===== src/rtl/sb_pkg.sv =====
// Shared definitions for the sum scoreboard: status encoding and state type.
// Optional feature macro used by sum_scoreboard: SB_FIRST_MISS_CAPTURE_EN.
package sb_pkg;

  localparam int SB_STATUS_W = 2;

  localparam logic [SB_STATUS_W-1:0] SB_IDLE = 2'd0;
  localparam logic [SB_STATUS_W-1:0] SB_PASS = 2'd1;
  localparam logic [SB_STATUS_W-1:0] SB_FAIL = 2'd2;

  // The status port presents the state register directly, so the encodings must match.
  typedef enum logic [SB_STATUS_W-1:0] {
    ST_IDLE = SB_IDLE,
    ST_PASS = SB_PASS,
    ST_FAIL = SB_FAIL
  } sb_state_e;

endpackage


===== src/rtl/sb_fifo.sv =====
// Expected-value queue for sum_scoreboard: power-of-two ring buffer with
// an extra pointer bit to tell full from empty, plus a synchronous flush.
module sb_fifo #(
  parameter int DATA_W = 6,
  parameter int DEPTH  = 4
) (
  input  logic                       clk,
  input  logic                       rst_n,
  input  logic                       flush,
  input  logic                       push,
  input  logic                       pop,
  input  logic [DATA_W-1:0]          wdata,
  output logic [DATA_W-1:0]          rdata,
  output logic                       full,
  output logic                       empty,
  output logic [$clog2(DEPTH+1)-1:0] count
);

  localparam int AW = $clog2(DEPTH);
  localparam int CW = $clog2(DEPTH+1);

  logic [DATA_W-1:0] mem_q [DEPTH];
  logic [AW:0]       wr_ptr_q, wr_ptr_d;
  logic [AW:0]       rd_ptr_q, rd_ptr_d;
  logic [CW-1:0]     count_q, count_d;
  logic              do_push, do_pop;

  assign empty = (wr_ptr_q == rd_ptr_q);
  assign full  = (wr_ptr_q[AW] != rd_ptr_q[AW]) &&
                 (wr_ptr_q[AW-1:0] == rd_ptr_q[AW-1:0]);
  assign rdata = mem_q[rd_ptr_q[AW-1:0]];
  assign count = count_q;

  // Guarded here as well so a misbehaving caller cannot corrupt the pointers.
  assign do_push = push && !full && !flush;
  assign do_pop  = pop && !empty && !flush;

  // NOTE: every variable gets its default first, so no path leaves it unassigned and no latch is inferred.
  always_comb begin
    wr_ptr_d = wr_ptr_q;
    rd_ptr_d = rd_ptr_q;
    count_d  = count_q;
    if (flush) begin
      wr_ptr_d = '0;
      rd_ptr_d = '0;
      count_d  = '0;
    end else begin
      if (do_push) wr_ptr_d = wr_ptr_q + 1'b1;
      if (do_pop)  rd_ptr_d = rd_ptr_q + 1'b1;
      case ({do_push, do_pop})
        2'b10:   count_d = count_q + 1'b1;
        2'b01:   count_d = count_q - 1'b1;
        default: count_d = count_q;
      endcase
    end
  end

  // NOTE: sequential state uses non-blocking assignments so all registers update together at the edge.
  always_ff @(posedge clk or negedge rst_n) begin
    if (!rst_n) begin
      wr_ptr_q <= '0;
      rd_ptr_q <= '0;
      count_q  <= '0;
    end else begin
      wr_ptr_q <= wr_ptr_d;
      rd_ptr_q <= rd_ptr_d;
      count_q  <= count_d;
    end
  end

  // NOTE: storage is not reset; the pointers alone decide which entries are valid.
  always_ff @(posedge clk) begin
    if (do_push) mem_q[wr_ptr_q[AW-1:0]] <= wdata;
  end

endmodule


===== src/rtl/sum_scoreboard.sv =====
// Compares queued expected sums against actual sums in arrival order, with
// saturating counters, pass/fail status and sticky flags. Macro: SB_FIRST_MISS_CAPTURE_EN.
module sum_scoreboard
  import sb_pkg::*;
#(
  parameter int DATA_W = 6,
  parameter int DEPTH  = 4,
  parameter int CNT_W  = 4
) (
  input  logic                       clk,
  input  logic                       rst_n,
  input  logic                       clear,
  input  logic                       exp_valid,
  input  logic [DATA_W-1:0]          exp_data,
  output logic                       exp_ready,
  input  logic                       act_valid,
  input  logic [DATA_W-1:0]          act_data,
  output logic [CNT_W-1:0]           match_cnt,
  output logic [CNT_W-1:0]           miss_cnt,
  output logic                       mismatch,
  output logic [$clog2(DEPTH+1)-1:0] pending,
  output logic [1:0]                 status,
  output logic                       overflow,
  output logic                       underflow,
  output logic [DATA_W-1:0]          first_miss_exp,
  output logic [DATA_W-1:0]          first_miss_act
);

  localparam logic [CNT_W-1:0] CNT_MAX = {CNT_W{1'b1}};

  logic [DATA_W-1:0] head;
  logic              fifo_full, fifo_empty;
  logic              push_ev, drop_ev, pop_ev, under_ev, match_ev, miss_ev;

  logic [CNT_W-1:0]  match_cnt_q, match_cnt_d;
  logic [CNT_W-1:0]  miss_cnt_q, miss_cnt_d;
  logic              mismatch_q;
  logic              overflow_q, overflow_d;
  logic              underflow_q, underflow_d;
  sb_state_e         state_q, state_d;

  // Full/empty are pre-edge values, so a pop never frees room for a same-cycle push.
  assign push_ev  = exp_valid && !fifo_full && !clear;
  assign drop_ev  = exp_valid &&  fifo_full && !clear;
  assign pop_ev   = act_valid && !fifo_empty && !clear;
  assign under_ev = act_valid &&  fifo_empty && !clear;
  assign match_ev = pop_ev && (head == act_data);
  assign miss_ev  = (pop_ev && (head != act_data)) || under_ev;

  sb_fifo #(
    .DATA_W (DATA_W),
    .DEPTH  (DEPTH)
  ) u_fifo (
    .clk   (clk),
    .rst_n (rst_n),
    .flush (clear),
    .push  (push_ev),
    .pop   (pop_ev),
    .wdata (exp_data),
    .rdata (head),
    .full  (fifo_full),
    .empty (fifo_empty),
    .count (pending)
  );

  assign exp_ready = !fifo_full;

  always_comb begin
    match_cnt_d = match_cnt_q;
    miss_cnt_d  = miss_cnt_q;
    overflow_d  = overflow_q;
    underflow_d = underflow_q;
    if (clear) begin
      match_cnt_d = '0;
      miss_cnt_d  = '0;
      overflow_d  = 1'b0;
      underflow_d = 1'b0;
    end else begin
      if (match_ev && (match_cnt_q != CNT_MAX)) match_cnt_d = match_cnt_q + 1'b1;
      if (miss_ev && (miss_cnt_q != CNT_MAX))   miss_cnt_d  = miss_cnt_q + 1'b1;
      if (drop_ev)  overflow_d  = 1'b1;
      if (under_ev) underflow_d = 1'b1;
    end
  end

  always_comb begin
    state_d = state_q;
    if (clear) begin
      state_d = ST_IDLE;
    end else begin
      case (state_q)
        ST_IDLE: begin
          if (miss_ev)       state_d = ST_FAIL;
          else if (match_ev) state_d = ST_PASS;
        end
        ST_PASS: if (miss_ev) state_d = ST_FAIL;
        ST_FAIL: state_d = ST_FAIL;
        default: state_d = ST_IDLE;
      endcase
    end
  end

  always_ff @(posedge clk or negedge rst_n) begin
    if (!rst_n) begin
      match_cnt_q <= '0;
      miss_cnt_q  <= '0;
      mismatch_q  <= 1'b0;
      overflow_q  <= 1'b0;
      underflow_q <= 1'b0;
      state_q     <= ST_IDLE;
    end else begin
      match_cnt_q <= match_cnt_d;
      miss_cnt_q  <= miss_cnt_d;
      mismatch_q  <= miss_ev;
      overflow_q  <= overflow_d;
      underflow_q <= underflow_d;
      state_q     <= state_d;
    end
  end

  assign match_cnt = match_cnt_q;
  assign miss_cnt  = miss_cnt_q;
  assign mismatch  = mismatch_q;
  assign overflow  = overflow_q;
  assign underflow = underflow_q;
  assign status    = state_q;

`ifdef SB_FIRST_MISS_CAPTURE_EN
  logic              captured_q, captured_d;
  logic [DATA_W-1:0] fm_exp_q, fm_exp_d;
  logic [DATA_W-1:0] fm_act_q, fm_act_d;

  always_comb begin
    captured_d = captured_q;
    fm_exp_d   = fm_exp_q;
    fm_act_d   = fm_act_q;
    if (clear) begin
      captured_d = 1'b0;
      fm_exp_d   = '0;
      fm_act_d   = '0;
    end else if (miss_ev && !captured_q) begin
      captured_d = 1'b1;
      fm_exp_d   = under_ev ? '0 : head;
      fm_act_d   = act_data;
    end
  end

  always_ff @(posedge clk or negedge rst_n) begin
    if (!rst_n) begin
      captured_q <= 1'b0;
      fm_exp_q   <= '0;
      fm_act_q   <= '0;
    end else begin
      captured_q <= captured_d;
      fm_exp_q   <= fm_exp_d;
      fm_act_q   <= fm_act_d;
    end
  end

  assign first_miss_exp = fm_exp_q;
  assign first_miss_act = fm_act_q;
`else
  assign first_miss_exp = '0;
  assign first_miss_act = '0;
`endif

endmodule

===== config.mk =====
export PLATFORM = sky130hd
export DESIGN_NAME = sum_scoreboard
export DESIGN_NICKNAME = d
export VERILOG_FILES = /design/src/rtl/sb_pkg.sv /design/src/rtl/sb_fifo.sv /design/src/rtl/sum_scoreboard.sv
export SDC_FILE = /design/constraint.sdc
export NUM_CORES = 1
export LEC_CHECK = 0
export BUFFER_PORTS_ARGS = -buffer_cell sky130_fd_sc_hd__buf_2
export CAP_MARGIN = 40
export CELL_PAD_IN_SITES_DETAIL_PLACEMENT = 1
export CELL_PAD_IN_SITES_GLOBAL_PLACEMENT = 1
export CORE_MARGIN = 10
export CORE_UTILIZATION = 30
export CTS_CLUSTER_SIZE = 24
export DETAILED_ROUTE_END_ITERATION = 8
export GPL_TIMING_DRIVEN = 0
export PLACE_DENSITY_LB_ADDON = 0.08
export SKIP_LAST_GASP = 1
export SLEW_MARGIN = 0
export SYNTH_ARGS = -nofsm -noshare
export SYNTH_HDL_FRONTEND = slang
export SYNTH_SLANG_ARGS = --single-unit

===== constraint.sdc =====
create_clock -name clk -period 2.47 [get_ports clk]
set_input_delay 0.494 -clock clk [delete_from_list [all_inputs] [get_ports clk]]
set_output_delay 0.494 -clock clk [all_outputs]
set_load 0.01 [all_outputs]

==> results_dict.tcl <==
set metrics [dict create \
    clock_path_buffers 2 \
    end_kind "register" \
    setup_viol 0 \
    cp.arrival_ns 2.44 \
    tritoncts "yes" \
    slew_headroom_pct 64.9 \
    finalCriticalPeriod_ns 2.27 \
    grtUsageTotal_pct 9.21 \
    yosys.area.top_type "edfxtp_1" \
    drive_gt1_share_pct 28.8 \
    synthFlopType "edfxtp_1" \
    synthDistinctLibCells 41 \
    finalSetupTns_ns 0 \
    vdd_drop_max_mv 0.241 \
    antenna_left 0 \
    fmax_ghz 0.441 \
    fin_area_sq_mm 0.00287 \
    dpl_worst_slack_ns -0.210 \
    overflow 0 \
    ys_top_cells_by_count "edfxtp_1 (24), dfrtp_1 (22), nor2_1 (20), buf_4 (12), nand2_1 (11)" \
    first_pass_iters 4 \
    hold_buffers 0 \
    p_leak_uw 0.00126 \
    yosysSeqAreaShare_pct 52.3 \
    power_uw 1830 \
    critical-path-slowest-cell "or3_4" \
    yosysMostFrequentCell "edfxtp_1" \
    outcome "finished, final reports clean" \
    synth-edff-count 24 \
    min_period_over_period_pct 91.8 \
    die_h_microns 110 \
    cap_violations 0 \
    ioPinCount 46 \
    powerDensity_mw_per_mm2 638 \
    hold_viol_final 0 \
    yosysWarnings 0 \
    avgSynthCellArea_sq_um 12.7 \
    clk_pin_slew_ns 0.09 \
    n_antenna_cell 0 \
    setup_ws_ns 0.202 \
    clock_sinks 46 \
    dpl-instance-area_sq_mm 0.00277 \
    viasPerCell 4.49 \
    die_area_sq_mm 0.0121 \
    worst_pin_slew_ns 0.527 \
    cts_buffers 5 \
    root_buffer "clkbuf_8" \
    regToRegStartpoint "u_fifo.rd_ptr_q[1]$_DFFE_PN0P_" \
    fin_nets 270 \
    worstSetupPathType "register to register" \
    post_cts_resized 1 \
    netlist_area_sq_mm 0.00243 \
    synth_area_leaders "edfxtp_1 (30%), dfrtp_1 (23%), mux4_1 (5.4%), ha_1 (5.1%), buf_4 (3.7%)" \
    crit_chain "buf_6, xor2_1, or3_4, nand3_2, nor2_1, fa_1, mux2i_1, xnor2_1, nor2_1" \
    h-tree-depth 2 \
    first_iter_violations 32 \
    hp-class "primary input to asynchronous set/reset pin" \
    path_delay_family "simple AND/OR/NAND/NOR gates" \
    grt_pass1_wl_microns 8750 \
    worst_setup_path_start_kind "register" \
    drv_slew 0 \
    antenna_found_initial 0 \
    synth_top_area_share_pct 29.6 \
    die_w_microns 110 \
    drcViolationCount 0 \
    syn2layout_area_growth_pct 18.1 \
    ff2ff_setup_slack_ns 0.20 \
    hpwl_microns 4000 \
    grt_pass1_vias 1737 \
    rows 32 \
    core_area_sq_mm 0.00781 \
    r2r_end "u_fifo.count[2]$_DFFE_PN0P_" \
    vias 1548 \
    gp_congestion 0.673 \
    grt_start_max_net_pins 23 \
    critPathBufInv 1 \
    synth_cells 191 \
    cpMostUsedCell "nor2_1" \
    slowest_delay_ns 0.46 \
    path_max_fanout 8 \
    drt-total-wl_microns 5230 \
    avgRoutedWirePerCell_microns 15.2 \
    worstRegToRegCells 9 \
    io_buffer_count 33 \
    clock_latency_ns 0.30 \
    rsz0062_at_grt "false" \
    required_ns 2.64 \
    clock-skew-final_ns 0.00361 \
    initial_core_util_pct 31.2 \
    ys_async_sr_fraction_pct 47.8 \
    ys_ff_latch 46 \
    cts_setup_buffers 0 \
]
## registers in the layout, indices dropped and copies added (netlist names)
register,cells
match_cnt,4
mismatch,1
miss_cnt,4
overflow,1
status,2
u_fifo.count,3
u_fifo.mem_q,24
u_fifo.rd_ptr_q,3
u_fifo.wr_ptr_q,3
underflow,1
## worst max path at each step
stage | startpoint | end | slack [ns] | depth (start not counted)
finish | u_fifo.rd_ptr_q[1]$_DFFE_PN0P_ | u_fifo.count[2]$_DFFE_PN0P_ | 0.20 | 9
global route | u_fifo.rd_ptr_q[1]$_DFFE_PN0P_ | u_fifo.count[2]$_DFFE_PN0P_ | 0.006 | 9
CTS | u_fifo.rd_ptr_q[1]$_DFFE_PN0P_ | u_fifo.count[2]$_DFFE_PN0P_ | 0.08 | 9
detailed placement | clear | u_fifo.count[2]$_DFFE_PN0P_ | -0.21 | 8
global placement | clear | u_fifo.count[2]$_DFFE_PN0P_ | -0.21 | 8
floorplan | u_fifo.rd_ptr_q[1]$_DFFE_PN0P_ | u_fifo.count[2]$_DFFE_PN0P_ | 0.24 | 9
## final cells by class
cell class                      instances  area [sq um]
Fill cell                             875          4930
Sequential cell                        46          1270
Multi-Input combinational cell        130          1040
Timing Repair Buffer                   33           165
Buffer                                 17           144
Tap cell                              102           128
Clock buffer                            6          72.6
Inverter                                9          33.8
Clock inverter                          2          13.8
## layer usage
| layer | global-route usage (%) | up-vias | wire [microns] |
|---|---|---|---|
| met3 | 2.67 | 4 | 348 |
| met4 | 3.35 | 0 | 66 |
| met1 | 11.2 | 759 | 2350 |
| met2 | 15.2 | 34 | 2460 |
| met5 | 0 | - | 0 |
| li1 | - | 751 | - |
## where the power goes
part / switching, uW / internal, uW
Clock: 258 / 200
Combinational: 269 / 213
Sequential: 35.3 / 856
## metrics by stage
| step | hold WS, ns | util, % | instances |
|---|---|---|---|
| 2_1_floorplan | 0.198 | - | 202 |
| 3_3_place_gp | 0.487 | 35.4 | 337 |
| 3_5_place_dp | 0.496 | 35.4 | 337 |
| 4_1_cts | 0.194 | 36.6 | 345 |
| 5_1_grt | 0.207 | 36.8 | 345 |
| 6_report | 0.163 | 36.8 | 345 |
## cells in the final DEF, fill, tap and decap left out, types with 2 or more instances in the layout
master	Yosys	routed
buf_2	0	33
edfxtp_1	24	24
dfrtp_1	22	22
nor2_1	20	20
buf_4	12	12
conb_1	1	12
nand2_1	11	11
xnor2_1	10	10
ha_1	10	10
inv_1	9	9
a21oi_1	8	8
clkbuf_8	1	6
nand3_1	7	6
xor2_1	5	5
mux4_1	5	5
and2_1	5	5
mux2i_1	5	5
nor3_1	3	3
xnor2_2	3	3
o21ai_0	3	3
buf_6	2	2
o31ai_1	3	2
nor3_2	2	2
and3_1	2	2
## logic make-up after synthesis
logic type,after synthesis,share of synthesized area (%)
xor+xnor,18,7.41
buf+inv,26,7.25
compound gates,19,4.84
simple gates,59,13.7
mux,11,8.38
flops,46,52.3
other cells,1,0.154
fa+ha+maj,11,5.97
## worst reg2reg max path, cell delays in order, from the launching register on
cell and delay (ns):
dfrtp_1 0.40, buf_6 0.15, xor2_1 0.20, or3_4 0.46, nand3_2 0.12, nor2_1 0.06, fa_1 0.38, mux2i_1 0.19
xnor2_1 0.14, nor2_1 0.05
Note: power is estimated with default switching activity, not from simulation.
